`src/rtl/i2c_master_ctrl.sv`:
```
// i2c_master_ctrl: byte-level I2C master for the secure EEPROM link.
// Turns START/STOP/WRITE/READ commands into quarter-phase SCL/SDA waveforms.
// Each quarter lasts CLK_DIV cycles. A bit slot is four quarters:
//   q0 SCL low, SDA held; q1 SCL low, SDA new; q2/q3 SCL high.
// SCL/SDA are registered. They are computed from the next state and
// quarter, so they change on the same edge as the FSM.
// Optional macro I2C_MASTER_BUS_CHECK_EN turns on the bus-contention flag
// reported on o_rsp_err. Without it, o_rsp_err is tied low.
module i2c_master_ctrl #(
  parameter int CLK_DIV = 4
) (
  input  logic       i_clk,
  input  logic       i_rst,
  input  logic       i_cmd_valid,
  output logic       o_cmd_ready,
  input  logic [1:0] i_cmd,
  input  logic [7:0] i_cmd_data,
  input  logic       i_cmd_nack,
  output logic       o_rsp_valid,
  output logic [7:0] o_rsp_data,
  output logic       o_rsp_ack,
  output logic       o_rsp_err,
  output logic       o_bus_active,
  output logic       o_i2c_scl,
  output logic       o_i2c_sda,
  input  logic       i_i2c_sda
);

  typedef enum logic [2:0] {IDLE, START, STOP, BIT, ACKBIT, RESP} state_t;

  localparam logic [1:0] CMD_START = 2'd0;
  localparam logic [1:0] CMD_STOP  = 2'd1;
  localparam logic [1:0] CMD_READ  = 2'd3;
  localparam logic [7:0] DIV_LAST  = 8'(CLK_DIV - 1);

  state_t     state, state_nx;
  logic [7:0] cnt, cnt_nx;
  logic [1:0] qtr, qtr_nx;
  logic [2:0] bit_idx, bit_nx;
  logic [7:0] sh;
  logic       is_read, nack_q, samp;
  logic       scl_nx, sda_nx, slot_val;
  logic       accept, q_end, slot_end, samp_now;

  assign accept      = (state == IDLE) && i_cmd_valid;
  assign q_end       = (cnt == DIV_LAST);
  assign slot_end    = q_end && (qtr == 2'd3);
  assign samp_now    = q_end && (qtr == 2'd2) && (state == BIT || state == ACKBIT);
  assign o_cmd_ready = (state == IDLE);
  assign o_rsp_valid = (state == RESP);

  // Value driven on SDA during q1..q3 of the slot being entered.
  // Read data slots release the line. The ACK slot releases for WRITE and
  // drives the requested ACK/NACK for READ.
  always_comb begin
    slot_val = 1'b1;
    if (state_nx == BIT)         slot_val = is_read ? 1'b1 : sh[7];
    else if (state_nx == ACKBIT) slot_val = is_read ? nack_q : 1'b1;
  end

  // State register.
  always_ff @(posedge i_clk or posedge i_rst) begin
    if (i_rst) state <= IDLE;
    else       state <= state_nx;
  end

  // Next state, quarter/bit counters, and next SCL/SDA levels.
  always_comb begin
    state_nx = state;
    cnt_nx   = 8'd0;
    qtr_nx   = 2'd0;
    bit_nx   = 3'd0;
    scl_nx   = o_i2c_scl;
    sda_nx   = o_i2c_sda;
    case (state)
      IDLE: if (i_cmd_valid) begin
        case (i_cmd)
          CMD_START: state_nx = START;
          CMD_STOP:  state_nx = STOP;
          default:   state_nx = BIT;
        endcase
      end
      START, STOP: if (slot_end) state_nx = IDLE;
      BIT:         if (slot_end && bit_idx == 3'd7) state_nx = ACKBIT;
      ACKBIT:      if (slot_end) state_nx = RESP;
      RESP:        state_nx = IDLE;
      default:     state_nx = IDLE;
    endcase
    if (state == START || state == STOP || state == BIT || state == ACKBIT) begin
      cnt_nx = q_end ? 8'd0 : cnt + 8'd1;
      qtr_nx = q_end ? qtr + 2'd1 : qtr;
      bit_nx = (state == BIT && slot_end) ? bit_idx + 3'd1 : bit_idx;
    end
    case (state_nx)
      START: case (qtr_nx)
        2'd0:    sda_nx = 1'b1;
        2'd1:    begin scl_nx = 1'b1; sda_nx = 1'b1; end
        2'd2:    begin scl_nx = 1'b1; sda_nx = 1'b0; end
        default: begin scl_nx = 1'b0; sda_nx = 1'b0; end
      endcase
      STOP: case (qtr_nx)
        2'd0:    begin scl_nx = 1'b0; sda_nx = 1'b0; end
        2'd1:    begin scl_nx = 1'b1; sda_nx = 1'b0; end
        default: begin scl_nx = 1'b1; sda_nx = 1'b1; end
      endcase
      BIT, ACKBIT: begin
        scl_nx = qtr_nx[1];
        if (qtr_nx != 2'd0) sda_nx = slot_val;
      end
      RESP:    scl_nx = 1'b0;
      default: ;
    endcase
  end

  // Datapath: counters, pins, command capture, shift register, and response.
  always_ff @(posedge i_clk or posedge i_rst) begin
    if (i_rst) begin
      cnt          <= 8'd0;
      qtr          <= 2'd0;
      bit_idx      <= 3'd0;
      o_i2c_scl    <= 1'b1;
      o_i2c_sda    <= 1'b1;
      sh           <= 8'd0;
      is_read      <= 1'b0;
      nack_q       <= 1'b0;
      samp         <= 1'b0;
      o_rsp_data   <= 8'd0;
      o_rsp_ack    <= 1'b0;
      o_bus_active <= 1'b0;
    end else begin
      cnt       <= cnt_nx;
      qtr       <= qtr_nx;
      bit_idx   <= bit_nx;
      o_i2c_scl <= scl_nx;
      o_i2c_sda <= sda_nx;
      if (accept) begin
        sh      <= i_cmd_data;
        is_read <= (i_cmd == CMD_READ);
        nack_q  <= i_cmd_nack;
      end else if (samp_now) begin
        samp <= i_i2c_sda;
      end
      // Shift only at slot end, so sh[7] stays stable while SCL is high.
      if (state == BIT && slot_end) sh <= {sh[6:0], samp};
      if (state == ACKBIT && slot_end) begin
        o_rsp_ack <= is_read ? ~nack_q : ~samp;
        if (is_read) o_rsp_data <= sh;
      end
      if (state == START && slot_end) o_bus_active <= 1'b1;
      if (state == STOP && slot_end)  o_bus_active <= 1'b0;
    end
  end

`ifdef I2C_MASTER_BUS_CHECK_EN
  logic err_flag;

  // Flag a released data bit that reads back low, and report it at RESP.
  always_ff @(posedge i_clk or posedge i_rst) begin
    if (i_rst) begin
      err_flag  <= 1'b0;
      o_rsp_err <= 1'b0;
    end else begin
      if (accept) err_flag <= 1'b0;
      else if (state == BIT && !is_read && samp_now && o_i2c_sda && !i_i2c_sda)
        err_flag <= 1'b1;
      if (state == ACKBIT && slot_end) o_rsp_err <= err_flag;
    end
  end
`else
  assign o_rsp_err = 1'b0;
`endif

endmodule
```
`config.mk`:
```
export PLATFORM = sky130hd
export DESIGN_NAME = i2c_master_ctrl
export DESIGN_NICKNAME = d
export VERILOG_FILES = /design/src/rtl/i2c_master_ctrl.sv
export SDC_FILE = /design/constraint.sdc
export NUM_CORES = 1
export LEC_CHECK = 0
export ABC_AREA = 0
export BUFFER_PORTS_ARGS = -buffer_cell sky130_fd_sc_hd__clkbuf_2
export CELL_PAD_IN_SITES_DETAIL_PLACEMENT = 1
export CELL_PAD_IN_SITES_GLOBAL_PLACEMENT = 2
export CORE_MARGIN = 2
export CORE_UTILIZATION = 35
export CTS_BUF_LIST = sky130_fd_sc_hd__clkbuf_16
export DETAILED_ROUTE_END_ITERATION = 10
export PLACE_DENSITY_LB_ADDON = 0.1
export SYNTH_ARGS = -nofsm -noshare
export SYNTH_HDL_FRONTEND = slang
export SYNTH_SLANG_ARGS = --single-unit
export TNS_END_PERCENT = 50
```
`constraint.sdc`:
```
create_clock -name i_clk -period 3.3 [get_ports i_clk]
set_clock_uncertainty 0.15 [all_clocks]
set_input_delay 0 -clock i_clk [delete_from_list [all_inputs] [get_ports i_clk]]
set_output_delay 0 -clock i_clk [all_outputs]
set_load 0.05 [all_outputs]
```
# Word level (Yosys, flattened, before mapping)
# Index checks and enable logic that the tools add are counted.
dict set report totals {
  regBits 39
}
dict set report op_classes {
  add_sub_neg 3
  n_eq_ne 21
  n_mux 28
  bitwise 3
  reduce_logical 29
}
# op n
set op_table {}
lappend op_table {{$mux 8} 4}
lappend op_table {{$mux 3} 6}
lappend op_table {{$eq 3x3->1 const B} 5}
lappend op_table {{$eq 3x2->1 const B} 4}
lappend op_table {{$pmux 3 s4} 1}
lappend op_table {{$mux 1} 11}
lappend op_table {{$logic_and 1x1->1} 9}
lappend op_table {{$add 8x1->8 const B} 1}
lappend op_table {{$eq 2x2->1 const B} 4}
lappend op_table {{$eq 8x2->1 const B} 1}
lappend op_table {{$reduce_and 2->1} 4}
lappend op_table {{$reduce_or 2->1} 4}
lappend op_table {{$eq 3x1->1 const B} 2}
lappend op_table {{$reduce_bool 2->1} 3}
lappend op_table {{$eq 2x1->1 const B} 2}
lappend op_table {{$logic_not 2->1} 2}
lappend op_table {{$logic_or 1x1->1} 4}
lappend op_table {{$mux 2} 2}
lappend op_table {{$ne 2x2->1 const B} 2}
lappend op_table {{$pmux 1 s4} 1}
lappend op_table {{$pmux 2 s2} 1}
lappend op_table {{$reduce_bool 4->1} 1}
lappend op_table {{$add 3x1->3 const B} 1}
lappend op_table {{$logic_not 3->1} 1}
lappend op_table {{6 further kinds} 8}

# Depth between registers and ports, before layout
# Gate-level depths: netlist of the first run.
dict set report depth {
  ltp_word 10
  mapped_depth 11
}

# Worst setup path after synthesis of the first run
# No wires, ideal clock.
dict set report synth_path {
  path_kind {reg-to-reg}
  from {register state[0]}
  to {register o_i2c_scl}
  arrival_time_ps 3227
  required_time_ps 3067
  setup_slack_ps -160
  path_stages_with_launch 9
  path_buffers 1
  path_cell_list {dfrtp_1 > clkbuf_1 > nor3_1 > nor2_1 > o211ai_1 > ha_1 > nor2_1 > mux2_1 > a221o_1}
}
dict set report synth_between {
  word_cells_on_any_way 31
}
# item line_no
set synth_lines {}
lappend synth_lines {{start: declaration} 36} ;# state_t state, state_nx;
lappend synth_lines {{start signal: assignment} 64} ;# else state <= state_nx;
lappend synth_lines {{$logic_not 3->1 *} -}
lappend synth_lines {{net o_cmd_ready} 15} ;# output logic o_cmd_ready,
lappend synth_lines {{$pmux 3 s4 *} 75} ;# case (state)
lappend synth_lines {{$eq 3x2->1 / $eq 3x3->1 (equally long branches)} 94} ;# case (state_nx)
lappend synth_lines {{$reduce_or 2->1} 94}
lappend synth_lines {{$reduce_bool 4->1 (no source line)} -}
lappend synth_lines {{$reduce_and 2->1 (no source line)} -}
lappend synth_lines {{end signal: assignment} 134} ;# o_i2c_scl <= scl_nx;
lappend synth_lines {{end: declaration} 24} ;# output logic o_i2c_scl,
# The timed path passes the listed nets; every way through them passes the cells marked *.
# A chain may end at the register's enable or synchronous reset.

# Worst setup path after layout of the first run
dict set report layout_path {
  from {register cnt[0]}
  to {register o_i2c_scl}
}
dict set report layout_between {
  elab_chain_cells 9
  word_cells_on_any_way 25
}
# item line_no
set layout_rtl {}
lappend layout_rtl {{start: declaration} 37} ;# logic [7:0] cnt, cnt_nx;
lappend layout_rtl {{start signal: assignment} 131} ;# cnt <= cnt_nx;
lappend layout_rtl {{$eq 8x2->1 *} 46} ;# assign q_end = (cnt == DIV_LAST);
lappend layout_rtl {{$logic_and 1x1->1} 47} ;# assign slot_end = q_end && (qtr == 2'd3);
lappend layout_rtl {{$logic_and 1x1->1} 84} ;# BIT: if (slot_end && bit_idx == 3'd7) state_nx = ACKBIT;
lappend layout_rtl {{$mux 3} 84}
lappend layout_rtl {{$pmux 3 s4} 75}
lappend layout_rtl {{$eq 3x2->1 / $eq 3x3->1 (equally long branches)} 94}
lappend layout_rtl {{$reduce_or 2->1} 94}
lappend layout_rtl {{$reduce_bool 4->1 (no source line)} -}
lappend layout_rtl {{$reduce_and 2->1 (no source line)} -}
# Mark *: on every way between the ends. The rest lies on a longest branch, timed or not.

==> summary.md, run 1 <==
| Metric | Value |
|---|---|
| DRT antenna net count | 0 |
| Row cnt | 27 |
| CP cell instances | ha_1 -> or3b_2 -> nor2_2 -> xnor2_1 -> nand2b_1 -> ha_1 -> nor2_1 -> mux2_1 -> a221o_1 |
| Tightest Pin Transition | between 0.5 and 0.6 ns |
| Final Hold Vio Count | 0 |
| Nets@finish | 259 |
| Seq/Total Area, Yosys | between 50% and 60% |
| Wire per inst | 14.87 um |
| CP Launch Type | register |
| Initial antenna violation count | 0 |
| Vias per cell | 5.029 |
| Syn Std Cell Area | 1944 sq um |
| Initial DRC Count | 47 |
| Slowest cell on the critical path | or3b_2 |
| Syn Area/Cell | 10.18 sq um |
| Drt total wl | ~4600 um |
| Final Max Slew Viols | 0 |
| Distinct cells, synth | 39 |
| Worst path top cell family by delay | simple AND/OR/NAND/NOR gates |
| Worst setup EP type | register |
| CTS clk-pin slew, worst paths | 0.06 ns |
| Final non-filler cell area | about 2500 sq um |
| Run status | completed |
| Finish-stage setup viols | 0 |
| Final worst path period share | slightly above 90% |
| Drt pass-1 iters | 4 |
| Hold WC Path Type | primary input to register |
| Max cap viols | 0 |
| Fmax | 331.3 MHz |
| Die width | 78.54 um |
| Worst path max stage delay | 0.51 ns |
| Core region area | 5439 sq um |
| Crit path buffers/inverters | 0 |
| Cell Pwr Density | ~460 nW/um^2 |
| CTS Buf Count | 5 |
| Setup TNS | 0 ns |
| Sinks on Clock Net | 39 |
| CP Data Required Time | 3.35 ns |
| TritonCTS clock tree | built |
| Most frequent cells in the layout | dfrtp_1, nand2_1, clkbuf_2, nor2_1, dlygate4sd3_1 |
| Gate Count Post-Synth | ~190 |
| Post-route total power | around 1.2 mW |
| Final core utilization | 46.19% |
| Clk root buf | clkbuf_16 |
| Slew margin rel. | 59.88% |
| Syn nets | between 200 and 250 |
| Initial Util | approximately 36% |
| Peak supply drop | 295.5 uV |
| Setup CP Type | register to register |
| Critical path's most frequent cell | ha_1 |
| Worst EP arrival | 3.07 ns |
| Yosys reg bits | 39 |
| Vias in the first global route | 1645 |
| Dpl ws | 0.1688 ns |
| P_leak | 1.263 nW |
| # DRC | 0 |
| Grt ovf | 0 |
| GRT Overall Usage | 16.50% |
| GPL Wtd Cong | 0.7727 |
| Unrepaired setup endpoints after global routing | false |
| Worst Path Max Fanout | 6 |
| First-pass GRT wire length | 8024 um |
| Final worst setup slack | roughly 0.28 ns |
| ANT cells | 0 |
| IO buf count | 28 |
| # IOs | 30 |
| Leading cell type in the layout, fill and taps excluded | dfrtp_1 |
| Die Y | 78.54 um |
| Skew-Pair Late Insertion Delay | approximately 0.28 ns |
| Largest net degree at the start of global routing | 40 |
| Post-DP HPWL | around 3200 um |
| Die area | 6168 sq um |
| DR vias | 1559 |
| DP Area | 2181 sq um |
| P&R area growth vs syn | 29.21% |
| Htree depth | 2 |
| Period minus WS final | ~3.0 ns |
| Worst-case clock buffer depth | 2 |
| Layout cells sized above 1 | 24.37% |
| Synth warnings | 0 |
## Yosys cell counts, drive strengths merged
master / count / area, sq um
inv: 9 / 33.78
nor2: 19 / 71.32
or4bb: 1 / 11.26
nand3: 8 / 40.04
mux2i: 2 / 20.02
or4: 2 / 18.77
o311a: 1 / 21.27
o31ai: 2 / 15.01
nand3b: 1 / 7.510
xnor2: 2 / 17.52
and3: 3 / 18.77
nor3: 2 / 10.01
xor2: 5 / 43.79
buf: 2 / 12.51
o211ai: 2 / 15.01
nand2: 29 / 108.9
or3: 1 / 6.260
conb: 1 / 3.750
dfrtp: 37 / 925.9
ha: 7 / 87.58
nor4b: 1 / 8.760
nand2b: 4 / 25.02
o21a: 1 / 7.510
a221o: 1 / 10.01
and3b: 1 / 8.760
a22oi: 10 / 75.07
clkbuf: 4 / 15.01
a21oi: 2 / 10.01
a41o: 1 / 10.01
o22ai: 1 / 6.260
o2111a: 1 / 11.26
mux2: 13 / 146.4
o21ai: 12 / 60.05
or3b: 1 / 8.760
dfstp: 2 / 52.55
## per-stage QoR
step	instances	hold slack, ns
after floorplan	191	-0.01152
after global placement	288	-0.02322
after detailed placement	288	-0.006207
after CTS	310	0.1865
after global routing	310	0.2346
final	310	0.1843
## cell type report
type,instances,area [sq um]
Clock buffer,5,125.1
Clock inverter,3,63.81
Fill cell,630,2927
Inverter,9,33.78
Multi-Input combinational cell,137,918.4
Sequential cell,39,978.4
Tap cell,72,90.09
Timing Repair Buffer,45,302.8
## worst min-delay path, cell delays in order
cell and delay [ns]:
clkbuf_2 0.08, nor4b_2 0.15, buf_4 0.19, o21ai_0 0.16
## cell families (layout without fill, tap and decap cells)
family,Yosys count,in the layout,synth area share (%)
compound gates,34,34,12.42
fa+ha+maj,7,7,4.504
mux,15,15,8.559
xor+xnor,7,7,3.153
flops,39,39,50.32
simple gates,73,73,17.70
other cells,1,1,0.1929
buf+inv,15,62,3.153
## registers in the layout, indices dropped and copies added (netlist names)
register and flops:
bit_idx 3, is_read 1, o_rsp_ack 1, nack_q 1
cnt 8, o_i2c_scl 1, samp 1, qtr 2
o_i2c_sda 1, o_bus_active 1, o_rsp_data 8, state 3
sh 8
## report_power, final
part	leakage, nW	switching (mW)	internal, mW
Clock	0.0952	0.187	0.430
Combinational	0.674	0.0250	0.0230
Sequential	0.495	0.00611	0.486
## worst paths after layout
kind | start | endpoint | slack, ns | cells after the start
max in group asynchronous | i_rst | o_i2c_sda$_DFFE_PP1P_ | 2.40 | 4
max reg2reg | cnt[0]$_DFF_PP0_ | o_i2c_scl$_DFFE_PP1P_ | 0.28 | 9
min in group asynchronous | i_rst | o_rsp_data[0]$_DFFE_PP0P_ | 0.23 | 4
min reg2reg | bit_idx[0]$_DFFE_PP0P_ | bit_idx[0]$_DFFE_PP0P_ | 0.35 | 1
min | i_cmd_valid | is_read$_DFFE_PP0P_ | 0.18 | 4
max | cnt[0]$_DFF_PP0_ | o_i2c_scl$_DFFE_PP1P_ | 0.28 | 9
## timing repair
item | 4_1_cts | 5_1_grt
hold buffers | 14 | 0
resized for setup | 0 | 1
endpoints found under the hold margin | 49 | 0
endpoints found under the setup margin | 0 | 1
setup buffers | 0 | 0
## per-layer routing
metal | vias to the layer above | share of wire (%) | track usage (%)
met2 | 32 | 47 | 27.01
met3 | 6 | 2.9 | 2.529
li1 | 757 | - | -
met4 | 0 | 1.8 | 5.965
met5 | - | 0 | 0
met1 | 764 | 48 | 22.14
No activity file was read; power rests on OpenSTA's default activity.
==> inputs of run 2 (changes only) <==
==> constraint.sdc (replaced) <==
create_clock -name i_clk -period 3.3 [get_ports i_clk]
set_clock_uncertainty 0.15 [all_clocks]
set_input_delay 0 -clock i_clk [delete_from_list [all_inputs] [get_ports i_clk]]
set_output_delay 0 -clock i_clk [all_outputs]
set_load 0.01 [all_outputs]
==> run 2 against run 1 <==
Net effect: final cell count unchanged; power down 0.19%; first-iteration DRC count up 26%; worst hold slack better by 0.012 ns; core utilization down 0.092 points; wire length up 2.6%; sequential power about the same; critical path type unchanged; highest routed layer unchanged.
==> summary.md, run 2 (same netlist as run 1, synthesis figures left out) <==
| Metric | Value |
|---|---|
| Run status | completed |
| Final worst setup slack | 0.2213 ns (-0.06030 ns) |
| CTS Buf Count | 5 (unchanged) |
| Worst path max stage delay | 0.51 ns (about the same) |
| Skew-Pair Late Insertion Delay | 0.28 ns (about the same) |
| First-pass GRT wire length | 8004 um (-0.25%) |
| Vias in the first global route | 1679 (+2.1%) |
| Hold Path End | is_read$_DFFE_PP0P_ |
| Die width | 78.54 um (unchanged) |
| Worst EP arrival | 3.13 ns (+0.06 ns) |
| Clk root buf | clkbuf_16 |
| Hold WC Path Type | primary input to register |
| IO buf count | 28 (unchanged) |
| TritonCTS clock tree | built |
| ANT cells | 0 (unchanged) |
| DR vias | 1579 (+1.3%) |
| Final Hold Vio Count | 0 (unchanged) |
| Die Y | 78.54 um (unchanged) |
| Tightest Pin Transition | 1.076 ns (+0.4765 ns) |
| Core region area | 5439 sq um (unchanged) |
| Final Max Slew Viols | 0 (unchanged) |
| Wire per inst | 15.27 um (+2.6%) |
| P&R area growth vs syn | 28.96% |
| CP Launch Type | register |
| Leading cell type in the layout, fill and taps excluded | dfrtp_1 |
| Initial Util | 35.75% (unchanged) |
| Period minus WS final | 3.079 ns (+0.06030 ns) |
| Nets@finish | 259 (unchanged) |
| CTS clk-pin slew, worst paths | 0.06 ns (about the same) |
| Htree depth | 2 (unchanged) |
| Max cap viols | 0 (unchanged) |
| Clk pwr share | 53.6% (+0.3 points) |
| Reg-to-reg setup timing slack | 0.22 ns (-0.06 ns) |
| Initial antenna violation count | 0 (unchanged) |
| Peak supply drop | 261.9 uV (-11%) |
| Crit path buffers/inverters | 0 (unchanged) |
| Slowest cell on the critical path | or3b_2 |
| Unrepaired setup endpoints after global routing | false |
| Sw power | 0.2157 mW (-1.0%) |
| Worst path top cell family by delay | simple AND/OR/NAND/NOR gates |
| P_leak | 1.263 nW (about the same) |
| Initial DRC Count | 59 (+26%) |
| Dpl ws | 0.1049 ns (-0.06383 ns) |
| Hold Crit Start | i_cmd_valid |
| # IOs | 30 (unchanged) |
| Most frequent cells in the layout | dfrtp_1, nand2_1, clkbuf_2, nor2_1, dlygate4sd3_1 |
| # DRC | 0 (unchanged) |
| Die area | 6168 sq um (unchanged) |
| Regs by FF count | cnt x8, o_rsp_data x8, sh x8 |
| Gate power share | 3.8% (-0.3 points) |
| Reg power frac | 42.6% (about the same) |
| DRT antenna net count | 0 (unchanged) |
| Slew margin rel. | 28.18% (-32 points) |
| Worst R2R Start | cnt[0]$_DFF_PP0_ |
| Worst Hold Depth | 4 (unchanged) |
| Setup TNS | 0 ns (unchanged) |
| Worst reg2reg path depth | 9 (unchanged) |
| Worst setup EP type | register |
| Worst Path Max Fanout | 6 (unchanged) |
| Drt total wl | 4733 um (+2.6%) |
| Vias per cell | 5.094 (+1.3%) |
| Largest net degree at the start of global routing | 29 (-28%) |
| Sw Ratio | 18.67% (-0.16 points) |
| Finish-stage setup viols | 0 (unchanged) |
| CP Data Required Time | 3.35 ns (about the same) |
| Setup CP Type | register to register |
| Worst-case clock buffer depth | 2 (unchanged) |
| Final core utilization | 46.10% (-0.092 points) |
| Worst reg2reg path endpoint | o_i2c_scl$_DFFE_PP1P_ |
| Cell Pwr Density | 460.8 nW/um^2 (about the same) |
| CP cell instances | ha_1 -> or3b_2 -> nor2_2 -> xnor2_1 -> nand2b_1 -> ha_1 -> nor2_1 -> mux2_1 -> a221o_1 |
| Sinks on Clock Net | 39 (unchanged) |
| Post-DP HPWL | 3506 um (+8.2%) |
| Final worst path period share | 93.29% (+1.8 points) |
| Row cnt | 27 (unchanged) |
| Fmax | 324.8 MHz (-2.0%) |
| Grt ovf | 0 (unchanged) |
| GPL Wtd Cong | 0.8082 (+4.6%) |
| GRT Overall Usage | 16.65% (+0.14 points) |
| Critical path's most frequent cell | ha_1 |
| Drt pass-1 iters | 4 (unchanged) |
| Int Pwr | 0.9399 mW (about the same) |
| Layout cells sized above 1 | 23.95% (-0.42 points) |
-- run 2: layout make-up --
cell class,count,area [sq um]
multi-input cells,137,913.4
clock buffers,5,125.1
clock inverters,3,63.81
well taps,72,90.09
inverters,9,33.78
repair buffers,45,302.8
flip-flops and latches,39,978.4
fillers,627,2932
-- run 2: worst max-delay path by stage --
stage                     slack [ns]        startpoint                     to  depth (start not counted)
after floorplan                 0.47  cnt[0]$_DFF_PP0_  o_i2c_scl$_DFFE_PP1P_                          9
after global placement          0.35  cnt[0]$_DFF_PP0_  o_i2c_scl$_DFFE_PP1P_                          9
after detailed placement        0.10  cnt[0]$_DFF_PP0_  o_i2c_scl$_DFFE_PP1P_                          8
after CTS                        0.1  cnt[0]$_DFF_PP0_  o_i2c_scl$_DFFE_PP1P_                          8
after global routing            0.09  cnt[0]$_DFF_PP0_  o_i2c_scl$_DFFE_PP1P_                          9
final                           0.22  cnt[0]$_DFF_PP0_  o_i2c_scl$_DFFE_PP1P_                          9
-- run 2: routing by layer --
layer	global-route usage [%]	up-vias	share of wire, %
li1	-	755	-
met1	21.04	782	46
met2	28.03	33	49
met3	3.333	9	3.3
met4	6.316	0	1.7
met5	0	-	0
-- run 2: metrics by stage --
stage | cell area [sq um] | total power, mW | hold slack (ns) | std cells
after global placement | 2176 | 0.5321 | 0.08069 | 288
final | 2507 | 1.156 | 0.1964 | 310
after CTS | 2505 | 1.171 | 0.2123 | 310
after detailed placement | 2176 | 0.5342 | 0.08643 | 288
after floorplan | 1944 | 0.5173 | -0.01152 | 191
after global routing | 2507 | 1.191 | 0.2574 | 310
-- run 2: timing repair --
action                                 in CTS  in global routing
setup endpoints to repair                   0                  1
endpoints found under the hold margin      39                  0
resized for setup                           0                  1
hold buffers                               14                  0
buffers inserted                            0                  0
-- run 2: worst reg2reg max path: stages (launching register included) --
cell and delay (ns):
dfrtp_1 0.40, ha_1 0.27, or3b_2 0.51, nor2_2 0.26, xnor2_1 0.09, nand2b_1 0.16, ha_1 0.28, nor2_1 0.16
mux2_1 0.35, a221o_1 0.36
-- run 2: power groups by stage --
stage / Combinational, mW / Sequential, mW / Clock [mW]
after floorplan: 0.0178 / 0.499 / 0
after global placement: 0.0313 / 0.501 / 0
after detailed placement: 0.0330 / 0.501 / 0
after CTS: 0.0453 / 0.492 / 0.633
after global routing: 0.0500 / 0.493 / 0.648
final: 0.0438 / 0.492 / 0.619
==> inputs of run 3 (changes only) <==
--- a/config.mk
+++ b/config.mk
@@ -9,6 +9,7 @@
 export BUFFER_PORTS_ARGS = -buffer_cell sky130_fd_sc_hd__clkbuf_2
 export CELL_PAD_IN_SITES_DETAIL_PLACEMENT = 1
 export CELL_PAD_IN_SITES_GLOBAL_PLACEMENT = 2
+export CORE_ASPECT_RATIO = 0.5
 export CORE_MARGIN = 2
 export CORE_UTILIZATION = 35
 export CTS_BUF_LIST = sky130_fd_sc_hd__clkbuf_16
==> constraint.sdc (replaced) <==
create_clock -name i_clk -period 3.3 [get_ports i_clk]
set_clock_uncertainty 0.15 [all_clocks]
set_input_delay 0 -clock i_clk [delete_from_list [all_inputs] [get_ports i_clk]]
set_output_delay 0 -clock i_clk [all_outputs]
set_load 0.005 [all_outputs]
==> run 3 against run 2 <==
Net effect: via count fell by 3.0%; power fell by 5.8%; wire length shrank 5.3%; global-route usage is 0.074 points higher; core utilization about the same; sequential power barely moved; flip-flop and latch count is the same; clock-buffer cell count unchanged; maximum frequency is 4.1% higher; critical endpoint unchanged.
==> summary.md, run 3 (same netlist as run 1, synthesis figures left out) <==
| Metric | Value |
|---|---|
| Worst-case clock buffer depth | 2 (unchanged) |
| Global routing usage on met3 | 4.181% (+0.85 points) |
| Gate power share | 4.0% (+0.2 points) |
| Layout cells sized above 1 | 24.69% (+0.74 points) |
| Hold_ws | 0.01435 ns (-0.1820 ns) |
| Cell Pwr Density | 436.0 nW/um^2 (-5.4%) |
| Sinks on Clock Net | 39 (unchanged) |
| CTS Buf Count | 5 (unchanged) |
| Hold Crit Start | i_cmd_valid |
| Initial DRC Count | 62 (+5.1%) |
| # IOs | 30 (unchanged) |
| Routing usage on met1 | 25.23% (+4.2 points) |
| Final Hold Vio Count | 0 (unchanged) |
| Drt pass-1 iters | 4 (unchanged) |
| Worst Path Max Fanout | 6 (unchanged) |
| Htree depth | 2 (unchanged) |
| Worst Hold Depth | 3 (-1) |
| Final worst path period share | 89.66% (-3.6 points) |
| Finish-stage setup viols | 0 (unchanged) |
| FILL cells | 627 (unchanged) |
| CTS clk-pin slew, worst paths | 0.06 ns (about the same) |
| P&R area growth vs syn | 28.38% |
| Reg-to-reg setup timing slack | 0.34 ns (+0.12 ns) |
| CP Launch Type | register |
| Sw power | 0.2225 mW (+3.1%) |
| Row cnt | 19 (-30%) |
| Vias in the first global route | 1635 (-2.6%) |
| Die Y | 56.71 um (-28%) |
| ANT cells | 0 (unchanged) |
| Die area | 6204 sq um (+0.58%) |
| Initial Util | 35.87% (+0.12 points) |
| Fmax | 338.0 MHz (+4.1%) |
| TritonCTS clock tree | built |
| First-pass GRT wire length | 7935 um (-0.86%) |
| Grt ovf | 0 (unchanged) |
| Die width | 109.4 um (+39%) |
| Vias per cell | 4.907 (-3.7%) |
| Sw Ratio | 20.44% (+1.8 points) |
| Max cap viols | 0 (unchanged) |
| Setup CP Type | register to register |
| Unrepaired setup endpoints after global routing | false |
| Post-CTS setup buffer count | 0 (unchanged) |
| Setup TNS | 0 ns (unchanged) |
| CP Data Required Time | 3.36 ns (about the same) |
| Slew margin rel. | 58.92% (+31 points) |
| P_leak | 1.256 nW (-0.58%) |
| GRT Overall Usage | 16.72% (+0.074 points) |
| Regs by FF count | cnt x8, o_rsp_data x8, sh x8 |
| Most frequent cells in the layout | dfrtp_1, nand2_1, clkbuf_2, nor2_1, dlygate4sd3_1 |
| Int Pwr | 0.8659 mW (-7.9%) |
| Reg area | 978.4 sq um (unchanged) |
| Run status | completed |
| Skew-Pair Late Insertion Delay | 0.28 ns (about the same) |
| Initial antenna violation count | 0 (unchanged) |
| IO buf count | 28 (unchanged) |
| GPL Wtd Cong | 0.8272 (+2.4%) |
| Clk pwr share | 50.7% (-2.9 points) |
| Worst reg2reg path endpoint | o_i2c_scl$_DFFE_PP1P_ |
| Nets@finish | 260 (+0.39%) |
| Worst reg2reg path depth | 9 (unchanged) |
| DRT antenna net count | 0 (unchanged) |
| Final core utilization | 46.05% (-0.048 points) |
| Drt total wl | 4481 um (-5.3%) |
| DR vias | 1531 (-3.0%) |
| Hold WC Path Type | primary input to register |
| Peak supply drop | 207.2 uV (-21%) |
| Core region area | 5420 sq um (-0.35%) |
| Post-DP HPWL | 3264 um (-6.9%) |
| Worst EP arrival | 3.02 ns (-0.11 ns) |
| Worst setup EP type | register |
| Wire per inst | 14.36 um (-5.9%) |
| # DRC | 0 (unchanged) |
| Final Max Slew Viols | 0 (unchanged) |
| Period minus WS final | 2.959 ns (-0.1199 ns) |
| Largest net degree at the start of global routing | 40 (+38%) |
| Multi-input logic area | 913.4 sq um (unchanged) |
| Leading cell type in the layout, fill and taps excluded | dfrtp_1 |
| Met2 Use GR | 24.07% (-4.0 points) |
| Post-route total power | 1.088 mW (-5.8%) |
| Hold Path End | is_read$_DFFE_PP0P_ |
| Top Usage Layer GRT | met1 |
| Worst R2R Start | cnt[0]$_DFF_PP0_ |
| Clk root buf | clkbuf_16 |
| Reg power frac | 45.3% (+2.7 points) |
| Tightest Pin Transition | 0.6121 ns (-0.4640 ns) |
run 3: cell count changes in the layout (fill, tap and decap cells not counted):
cell       change
inv_1          -1
buf_4          +1
clkinv_4       +1
clkinv_2       +1
bufinv_16      -1
run 3: per-stage QoR:
stage / setup slack (ns) / area, sq um / std cells
global placement: 0.3423 / 2185 / 290
CTS: 0.2112 / 2494 / 312
detailed placement: 0.2091 / 2185 / 290
finish: 0.3412 / 2496 / 312
floorplan: 0.4747 / 1944 / 191
global route: 0.1053 / 2496 / 312
run 3: layout make-up:
cell class	instances	share of cell area [%]
clock buffer	5	5.013
clock inverter	3	1.754
inverter	9	1.353
multi-input combinational	137	36.59
sequential	39	39.20
tap	73	3.659
timing repair buffer	46	12.43
run 3: how the worst max path moves through the flow:
stage	startpoint	to	slack, ns	cells past startpoint
floorplan	cnt[0]$_DFF_PP0_	o_i2c_scl$_DFFE_PP1P_	0.47	9
global placement	cnt[0]$_DFF_PP0_	o_i2c_scl$_DFFE_PP1P_	0.34	9
detailed placement	cnt[0]$_DFF_PP0_	o_i2c_scl$_DFFE_PP1P_	0.21	9
CTS	cnt[0]$_DFF_PP0_	o_i2c_scl$_DFFE_PP1P_	0.21	9
global route	cnt[0]$_DFF_PP0_	o_i2c_scl$_DFFE_PP1P_	0.11	9
finish	cnt[0]$_DFF_PP0_	o_i2c_scl$_DFFE_PP1P_	0.34	9
run 3: power groups by stage:
stage | Combinational (mW) | Sequential (mW) | Clock, mW
2_1_floorplan | 0.0176 | 0.499 | 0
3_3_place_gp | 0.0317 | 0.501 | 0
3_5_place_dp | 0.0329 | 0.502 | 0
4_1_cts | 0.0448 | 0.493 | 0.564
5_1_grt | 0.0495 | 0.494 | 0.591
6_report | 0.0432 | 0.493 | 0.552
run 3: layer usage:
| layer | wire length, um | vias up |
|---|---|---|
| li1 | - | 761 |
| met1 | 2438 | 747 |
| met2 | 1900 | 19 |
| met3 | 116 | 4 |
| met4 | 25 | 0 |
| met5 | 0 | - |
run 3: worst max-delay path: stages, from the launching register on:
cell and delay, ns:
dfrtp_1 0.40, ha_1 0.26, or3b_2 0.50, nor2_2 0.23, nand2_1 0.09, o211ai_1 0.20, ha_1 0.33, nor2_1 0.08
mux2_1 0.31, a221o_1 0.34
run 3: timing repair:
action / in CTS / in global routing
hold buffers: 14 / 0
resized for setup: 0 / 1
endpoints found under the hold margin: 49 / 0
endpoints found under the setup margin: 0 / 1
